$ cat config.mk
export PLATFORM = sky130hd
export DESIGN_NAME = gcm_block_feeder
export DESIGN_NICKNAME = d
export VERILOG_FILES = /design/src/rtl/gcm_pkg.sv /design/src/rtl/gcm_word_packer.sv /design/src/rtl/gcm_block_feeder.sv
export SDC_FILE = /design/constraint.sdc
export NUM_CORES = 2
export LEC_CHECK = 0
export BUFFER_PORTS_ARGS = -buffer_cell sky130_fd_sc_hd__buf_2
export CAP_MARGIN = 10
export CORE_MARGIN = 5
export CORE_UTILIZATION = 25
export CTS_CLUSTER_DIAMETER = 50
export CTS_CLUSTER_SIZE = 40
export DETAILED_ROUTE_END_ITERATION = 10
export MAX_ROUTING_LAYER = met4
export PLACE_DENSITY = 0.43
export SLEW_MARGIN = 0
export SYNTH_ARGS = -nofsm -noshare
export SYNTH_HDL_FRONTEND = slang
export SYNTH_HIERARCHICAL = 1
export SYNTH_SLANG_ARGS = --single-unit
$ cat constraint.sdc
create_clock -name clk -period 4.45 [get_ports clk]
set_clock_uncertainty 0.15 [all_clocks]
set_input_delay 0.2225 -clock clk [delete_from_list [all_inputs] [get_ports clk]]
set_output_delay 0.2225 -clock clk [all_outputs]
set_load 0.01 [all_outputs]
$ cat src/rtl/gcm_pkg.sv
// Shared widths and FSM state encoding for the GCM block feeder.
// Latency: n/a (declarations only).
// Backpressure: n/a (declarations only).
package gcm_pkg;

    localparam int GCM_BLK_W = 128;
    localparam int WORD_W    = 32;
    localparam int IV_W      = 96;
    localparam int KEY_W     = 128;

    typedef enum logic [2:0] {
        IDLE      = 3'd0,
        INIT      = 3'd1,
        FILL_AAD  = 3'd2,
        ISSUE_AAD = 3'd3,
        FILL_PT   = 3'd4,
        ISSUE_PT  = 3'd5,
        WAIT_TAG  = 3'd6
    } gcm_state_t;

endpackage

$ cat src/rtl/gcm_word_packer.sv
// Inserts one 32-bit word into a 128-bit block; word 0 lands in the most significant slot.
// Latency: combinational, zero cycles.
// Backpressure: none; the caller decides when the result is registered.
module gcm_word_packer
    import gcm_pkg::*;
(
    input  logic [GCM_BLK_W-1:0] blk_cur,
    input  logic [1:0]           word_idx,
    input  logic [WORD_W-1:0]    word,
    output logic [GCM_BLK_W-1:0] blk_next
);

    // Overwrite only the slot selected by word_idx; untouched slots keep their value (zero after a clear).
    always_comb begin
        blk_next = blk_cur;
        case (word_idx)
            2'd0:    blk_next[GCM_BLK_W-1            -: WORD_W] = word;
            2'd1:    blk_next[GCM_BLK_W-1-WORD_W     -: WORD_W] = word;
            2'd2:    blk_next[GCM_BLK_W-1-2*WORD_W   -: WORD_W] = word;
            default: blk_next[GCM_BLK_W-1-3*WORD_W   -: WORD_W] = word;
        endcase
    end

endmodule

$ cat src/rtl/gcm_block_feeder.sv
// Packs a 32-bit AAD/plaintext word stream into 128-bit blocks and sequences them into a GCM core.
// Latency: a block is presented one cycle after its last word transfers.
// Backpressure: o_ready drops while a block waits for i_blk_ack and outside the fill states.
module gcm_block_feeder
    import gcm_pkg::*;
#(
    parameter int LEN_W = 64
) (
    input  logic                 clk,
    input  logic                 rst_n,
    input  logic                 i_start,
    input  logic [KEY_W-1:0]     i_cipher_key,
    input  logic [IV_W-1:0]      i_iv,
    input  logic [LEN_W-1:0]     i_aad_size,
    input  logic [LEN_W-1:0]     i_plain_text_size,
    input  logic [WORD_W-1:0]    i_data,
    input  logic                 i_valid,
    output logic                 o_ready,
    output logic                 o_new_instance,
    output logic                 o_pt_instance,
    output logic [KEY_W-1:0]     o_cipher_key,
    output logic [IV_W-1:0]      o_iv,
    output logic [GCM_BLK_W-1:0] o_aad,
    output logic [GCM_BLK_W-1:0] o_plain_text,
    output logic [LEN_W-1:0]     o_aad_size,
    output logic [LEN_W-1:0]     o_plain_text_size,
    input  logic                 i_blk_ack,
    input  logic                 i_tag_ready,
    output logic                 o_busy,
    output logic                 o_done
);

    // Remaining-word counters count 32-bit words, so the five low size bits are dropped.
    localparam int CNT_W = LEN_W - 5;

    gcm_state_t           state;
    logic [GCM_BLK_W-1:0] blk;
    logic [GCM_BLK_W-1:0] blk_next;
    logic [1:0]           word_idx;
    logic [CNT_W-1:0]     aad_rem;
    logic [CNT_W-1:0]     pt_rem;
    logic                 word_xfer;

    assign word_xfer = i_valid && o_ready;

    gcm_word_packer u_packer (
        .blk_cur  (blk),
        .word_idx (word_idx),
        .word     (i_data),
        .blk_next (blk_next)
    );

    // Message sequencer: latches operands, fills and issues blocks, waits for the tag; all outputs registered.
    always_ff @(posedge clk or negedge rst_n) begin
        if (!rst_n) begin
            state             <= IDLE;
            blk               <= '0;
            word_idx          <= '0;
            aad_rem           <= '0;
            pt_rem            <= '0;
            o_ready           <= 1'b0;
            o_new_instance    <= 1'b0;
            o_pt_instance     <= 1'b0;
            o_cipher_key      <= '0;
            o_iv              <= '0;
            o_aad             <= '0;
            o_plain_text      <= '0;
            o_aad_size        <= '0;
            o_plain_text_size <= '0;
            o_busy            <= 1'b0;
            o_done            <= 1'b0;
        end else begin
            // Strobes are single-cycle unless a transition below re-asserts them.
            o_new_instance <= 1'b0;
            o_pt_instance  <= 1'b0;
            o_done         <= 1'b0;

            case (state)
                IDLE: begin
                    if (i_start) begin
                        o_cipher_key      <= i_cipher_key;
                        o_iv              <= i_iv;
                        o_aad_size        <= i_aad_size;
                        o_plain_text_size <= i_plain_text_size;
                        aad_rem           <= i_aad_size[LEN_W-1:5];
                        pt_rem            <= i_plain_text_size[LEN_W-1:5];
                        o_new_instance    <= 1'b1;
                        o_busy            <= 1'b1;
                        state             <= INIT;
                    end
                end

                INIT: begin
                    if (aad_rem != '0) begin
                        blk      <= '0;
                        word_idx <= '0;
                        o_ready  <= 1'b1;
                        state    <= FILL_AAD;
                    end else if (pt_rem != '0) begin
                        blk      <= '0;
                        word_idx <= '0;
                        o_ready  <= 1'b1;
                        state    <= FILL_PT;
                    end else begin
                        state    <= WAIT_TAG;
                    end
                end

                FILL_AAD: begin
                    if (word_xfer) begin
                        blk      <= blk_next;
                        word_idx <= word_idx + 2'd1;
                        if (aad_rem != '0) begin
                            aad_rem <= aad_rem - CNT_W'(1);
                        end
                        // Block closes on its fourth word or on the last AAD word.
                        if (word_idx == 2'd3 || aad_rem == CNT_W'(1)) begin
                            o_aad   <= blk_next;
                            o_ready <= 1'b0;
                            state   <= ISSUE_AAD;
                        end
                    end
                end

                ISSUE_AAD: begin
                    if (i_blk_ack) begin
                        if (aad_rem != '0) begin
                            blk      <= '0;
                            word_idx <= '0;
                            o_ready  <= 1'b1;
                            state    <= FILL_AAD;
                        end else if (pt_rem != '0) begin
                            blk      <= '0;
                            word_idx <= '0;
                            o_ready  <= 1'b1;
                            state    <= FILL_PT;
                        end else begin
                            state    <= WAIT_TAG;
                        end
                    end
                end

                FILL_PT: begin
                    if (word_xfer) begin
                        blk      <= blk_next;
                        word_idx <= word_idx + 2'd1;
                        if (pt_rem != '0) begin
                            pt_rem <= pt_rem - CNT_W'(1);
                        end
                        if (word_idx == 2'd3 || pt_rem == CNT_W'(1)) begin
                            o_plain_text  <= blk_next;
                            o_pt_instance <= 1'b1;
                            o_ready       <= 1'b0;
                            state         <= ISSUE_PT;
                        end
                    end
                end

                ISSUE_PT: begin
                    if (i_blk_ack) begin
                        if (pt_rem != '0) begin
                            blk      <= '0;
                            word_idx <= '0;
                            o_ready  <= 1'b1;
                            state    <= FILL_PT;
                        end else begin
                            state    <= WAIT_TAG;
                        end
                    end
                end

                WAIT_TAG: begin
                    if (i_tag_ready) begin
                        o_done <= 1'b1;
                        o_busy <= 1'b0;
                        state  <= IDLE;
                    end
                end

                default: begin
                    o_ready <= 1'b0;
                    o_busy  <= 1'b0;
                    state   <= IDLE;
                end
            endcase
        end
    end

endmodule

==> results.sh <==
export IMPL_status="finished clean"
export IMPL_cts_buffers=120
export IMPL_routed_wl_microns=161300
export IMPL_path_common_cell="or4_1"
export IMPL_yosysTopAreaCellShare=0.5870
export IMPL_hold_buffers=549
export IMPL_whs_path_depth=4
export IMPL_grtUsageMet1=0.2506
export IMPL_portBuffers=1002
export IMPL_gr_total_overflow=0
export IMPL_die_w_microns=393.8
export IMPL_synth_main_ff_cell="dfrtp_1"
export IMPL_synth_area_leader_cell="dfrtp_1"
export IMPL_r2r_start="aad_rem[8]"
export IMPL_remaining_drc_errors=0
export IMPL_clock_sinks=864
export IMPL_antenna_found_initial=43
export IMPL_start_util=0.2521
export IMPL_use_met2=0.3399
export IMPL_std_cell_rows=140
export IMPL_switching_share=0.2485
export IMPL_ant_nets=0
export IMPL_async_flop_share=1.000
export IMPL_ctsHtreeMaxLevel=3
export IMPL_post_drt_via_cell_ratio=4.621
export IMPL_synth_cell_type_count=74
export IMPL_die_h_microns=393.8
export IMPL_seqPwrFrac=0.415
export IMPL_use_met3=0.04470
export IMPL_grt_busiest_layer="met2"
export IMPL_crit_chain="or4_1, or4_1, or4_4, nor3_2, o21bai_1, a31oi_4, buf_12, a22o_1"
export IMPL_r2r_slack_ps=640
export IMPL_tns_ps=0
export IMPL_drv_cap=0
export IMPL_min_path_type="in2reg"
export IMPL_wl_per_cell_microns=22.85
export IMPL_grt_util_all_layers=0.2079
export IMPL_path_class="reg2reg"
export IMPL_cp_end_kind="flop"
export IMPL_max_stage_delay_ps=570
export IMPL_setup_violations_final=0
export IMPL_cts_setup_buffers=0
export IMPL_fin_nets=5395
export IMPL_p_clk_frac=0.539
export IMPL_clk_latency_ps=760
export IMPL_yosys_cell_count_top_type="nand2_1"
export IMPL_r2r_cells=8
export IMPL_die_area_sq_um=155100
export IMPL_cts_path_max_buffers=3
export IMPL_ys_warn_count=6
export IMPL_p_comb_frac=0.046
export IMPL_area_growth_pct=46.29
export IMPL_p_leak_nw=28.82
export IMPL_synth_commonest_cells="nand2_1 (1159), dfrtp_1 (864), mux2_2 (261), clkbuf_1 (146), a22o_1 (131)"
export IMPL_grt_max_degree=144
export IMPL_mappedNetlistArea_sq_um=36830
export IMPL_cp_max_fo=91
export IMPL_min_to="o_cipher_key[73]"
export IMPL_yosysSeqAreaShare=0.5870
export IMPL_dp_cells=6245
export IMPL_core_sq_um=146100
export IMPL_post_cts_resized=0
export IMPL_instances_no_fill=7061
export IMPL_cts_tree="built"
export IMPL_timing_final_crit_share=0.8557
export IMPL_dr_pass1_iters=8
export IMPL_ios=1003
export IMPL_maxSlewViolCount=0
export IMPL_cp_slowest_cell="or4_1"
export IMPL_syn_instance_count=3467
export IMPL_grt_pass1_vias=33669
export IMPL_fmax_ghz=0.2626
export IMPL_powerDensity_nw_per_um2=351.9
export IMPL_clkTransAtPathRegs_ps=60
export IMPL_r2r_end="blk[106]"
export IMPL_rsz0062_at_grt="false"
export IMPL_worstMarginPinSlew_ps=1109
export IMPL_syn_area_per_cell_sq_um=10.62
export IMPL_peakVddDrop_v=0.0003077
export IMPL_hpwl_microns=116400
export IMPL_finalCriticalPeriod_ps=3808
export IMPL_slew_limit_headroom=0.2607
export IMPL_root_buffer="clkbuf_16"
export IMPL_synth_seq_cells=864
export IMPL_finalHoldViolCount=0
export IMPL_synth_area_leaders="dfrtp_1 (59%), nand2_1 (12%), mux2_2 (8.0%)"
export IMPL_worstPathRequired_ps=4930
export IMPL_p_int_mw=14.25
export IMPL_cp_data_arrival_time_ps=4290
export IMPL_synth_nets=3863
export IMPL_gp_congestion=0.8725
export IMPL_hold_start="i_cipher_key[73]"
export IMPL_switching_power_mw=4.712
export IMPL_synth_edf_count=0
export IMPL_cp_start_kind="flop"
export IMPL_vias=32628
export IMPL_drive_gt1_frac=0.3123
export IMPL_grt_pass1_wl_microns=236900
export IMPL_drt_iter0_drc=2015
[worst max path at each step]
stage | from | depth (start not counted) | slack (ps) | end
4_1_cts | aad_rem[8] | 8 | 590 | word_idx[0]
2_1_floorplan | aad_rem[8] | 9 | 1240 | o_aad[0]
5_1_grt | aad_rem[8] | 8 | 490 | word_idx[0]
3_3_place_gp | aad_rem[8] | 8 | 670 | word_idx[0]
3_5_place_dp | aad_rem[8] | 8 | 650 | word_idx[0]
6_report | aad_rem[8] | 8 | 640 | blk[106]
[cell type report]
type	count	area [sq um]
tap	1917	2399
clock inverter	94	1170
sequential	864	21620
multi-input combinational	2371	14100
timing repair buffer	1621	11260
clock buffer	136	3143
fill	14817	92210
antenna	37	92.59
inverter	21	86.33
[placed cells by master, fill, tap and decap left out, drive strengths merged, types with 5 or more instances in the layout]
cell type / count
inv: 57
buf: 1073
clkinv: 29
nand2: 1159
or3: 23
o22ai: 25
dfrtp: 864
a22o: 131
clkinvlp: 18
nand3: 44
a22oi: 13
o22a: 11
or2: 12
o21a: 6
ha: 6
a21oi: 120
a31oi: 16
bufinv: 11
diode: 37
and3: 5
nand2b: 11
mux2: 386
and2: 9
o21ai: 86
o311ai: 12
a2bb2oi: 8
a21o: 11
nor3: 55
o32ai: 5
clkbuf: 136
nor2: 78
nand4: 16
nor4: 32
dlygate4sd3: 548
o211ai: 9
or4: 25
[metrics by stage]
| step | setup slack, ps | area (sq um) | power (mW) | hold WS, ps | utilization |
|---|---|---|---|---|---|
| detailed placement | 648.2 | 43960 | 8.508 | 94.33 | 0.3009 |
| global route | 486.5 | 53870 | 19.64 | 40.57 | 0.3687 |
| global placement | 669.3 | 43960 | 8.508 | 95.00 | 0.3009 |
| finish | 642.1 | 53880 | 18.96 | 58.97 | 0.3688 |
| CTS | 586.1 | 53790 | 19.26 | 0.3878 | 0.3682 |
| floorplan | 1236 | 36830 | 8.056 | -223.1 | - |
[logic make-up (layout without fill, tap and decap cells)]
logic type	count (synthesis)	count (layout)	share of synthesized area
other	0	37	0
AND/OR/NAND/NOR	1484	1484	0.1676
XOR/XNOR	1	1	0.0002378
buffers and inverters	232	1872	0.03193
AO/OA/AOI/OAI	489	489	0.09182
adder cells (fa/ha/maj)	7	7	0.002310
flip-flops	864	864	0.5870
multiplexers	390	390	0.1191
[power by group through the flow]
stage               sequential [mW]  clock (mW)  combinational (mW)
floorplan                      8.01           0              0.0485
global placement               8.01           0               0.502
detailed placement             8.01           0               0.501
CTS                            7.86        10.5               0.889
global route                   7.86        10.8               0.958
finish                         7.86        10.2               0.874
[metal layers]
| metal | wire length, microns | up-vias |
|---|---|---|
| met3 | 9451 | 213 |
| met5 | 0 | - |
| met1 | 67360 | 16292 |
| met4 | 7237 | 0 |
| li1 | - | 15082 |
| met2 | 77280 | 1041 |
[critical path: cells and delay by family (launching register included)]
kind / cells / cell delay (ps)
AND/OR/NAND/NOR: 4 / 1960
AO/OA/AOI/OAI: 3 / 710
buffers and inverters: 1 / 400
flip-flops: 1 / 410
[registers in the layout, indices dropped and copies added, names as in the netlist]
register	flops
o_new_instance	1
o_done	1
state	3
blk	128
o_plain_text_size	64
word_idx	2
o_iv	96
o_ready	1
o_aad	128
o_plain_text	128
o_aad_size	64
o_cipher_key	128
pt_rem	59
o_pt_instance	1
aad_rem	59
o_busy	1
Power figures use the tool's default switching activity.
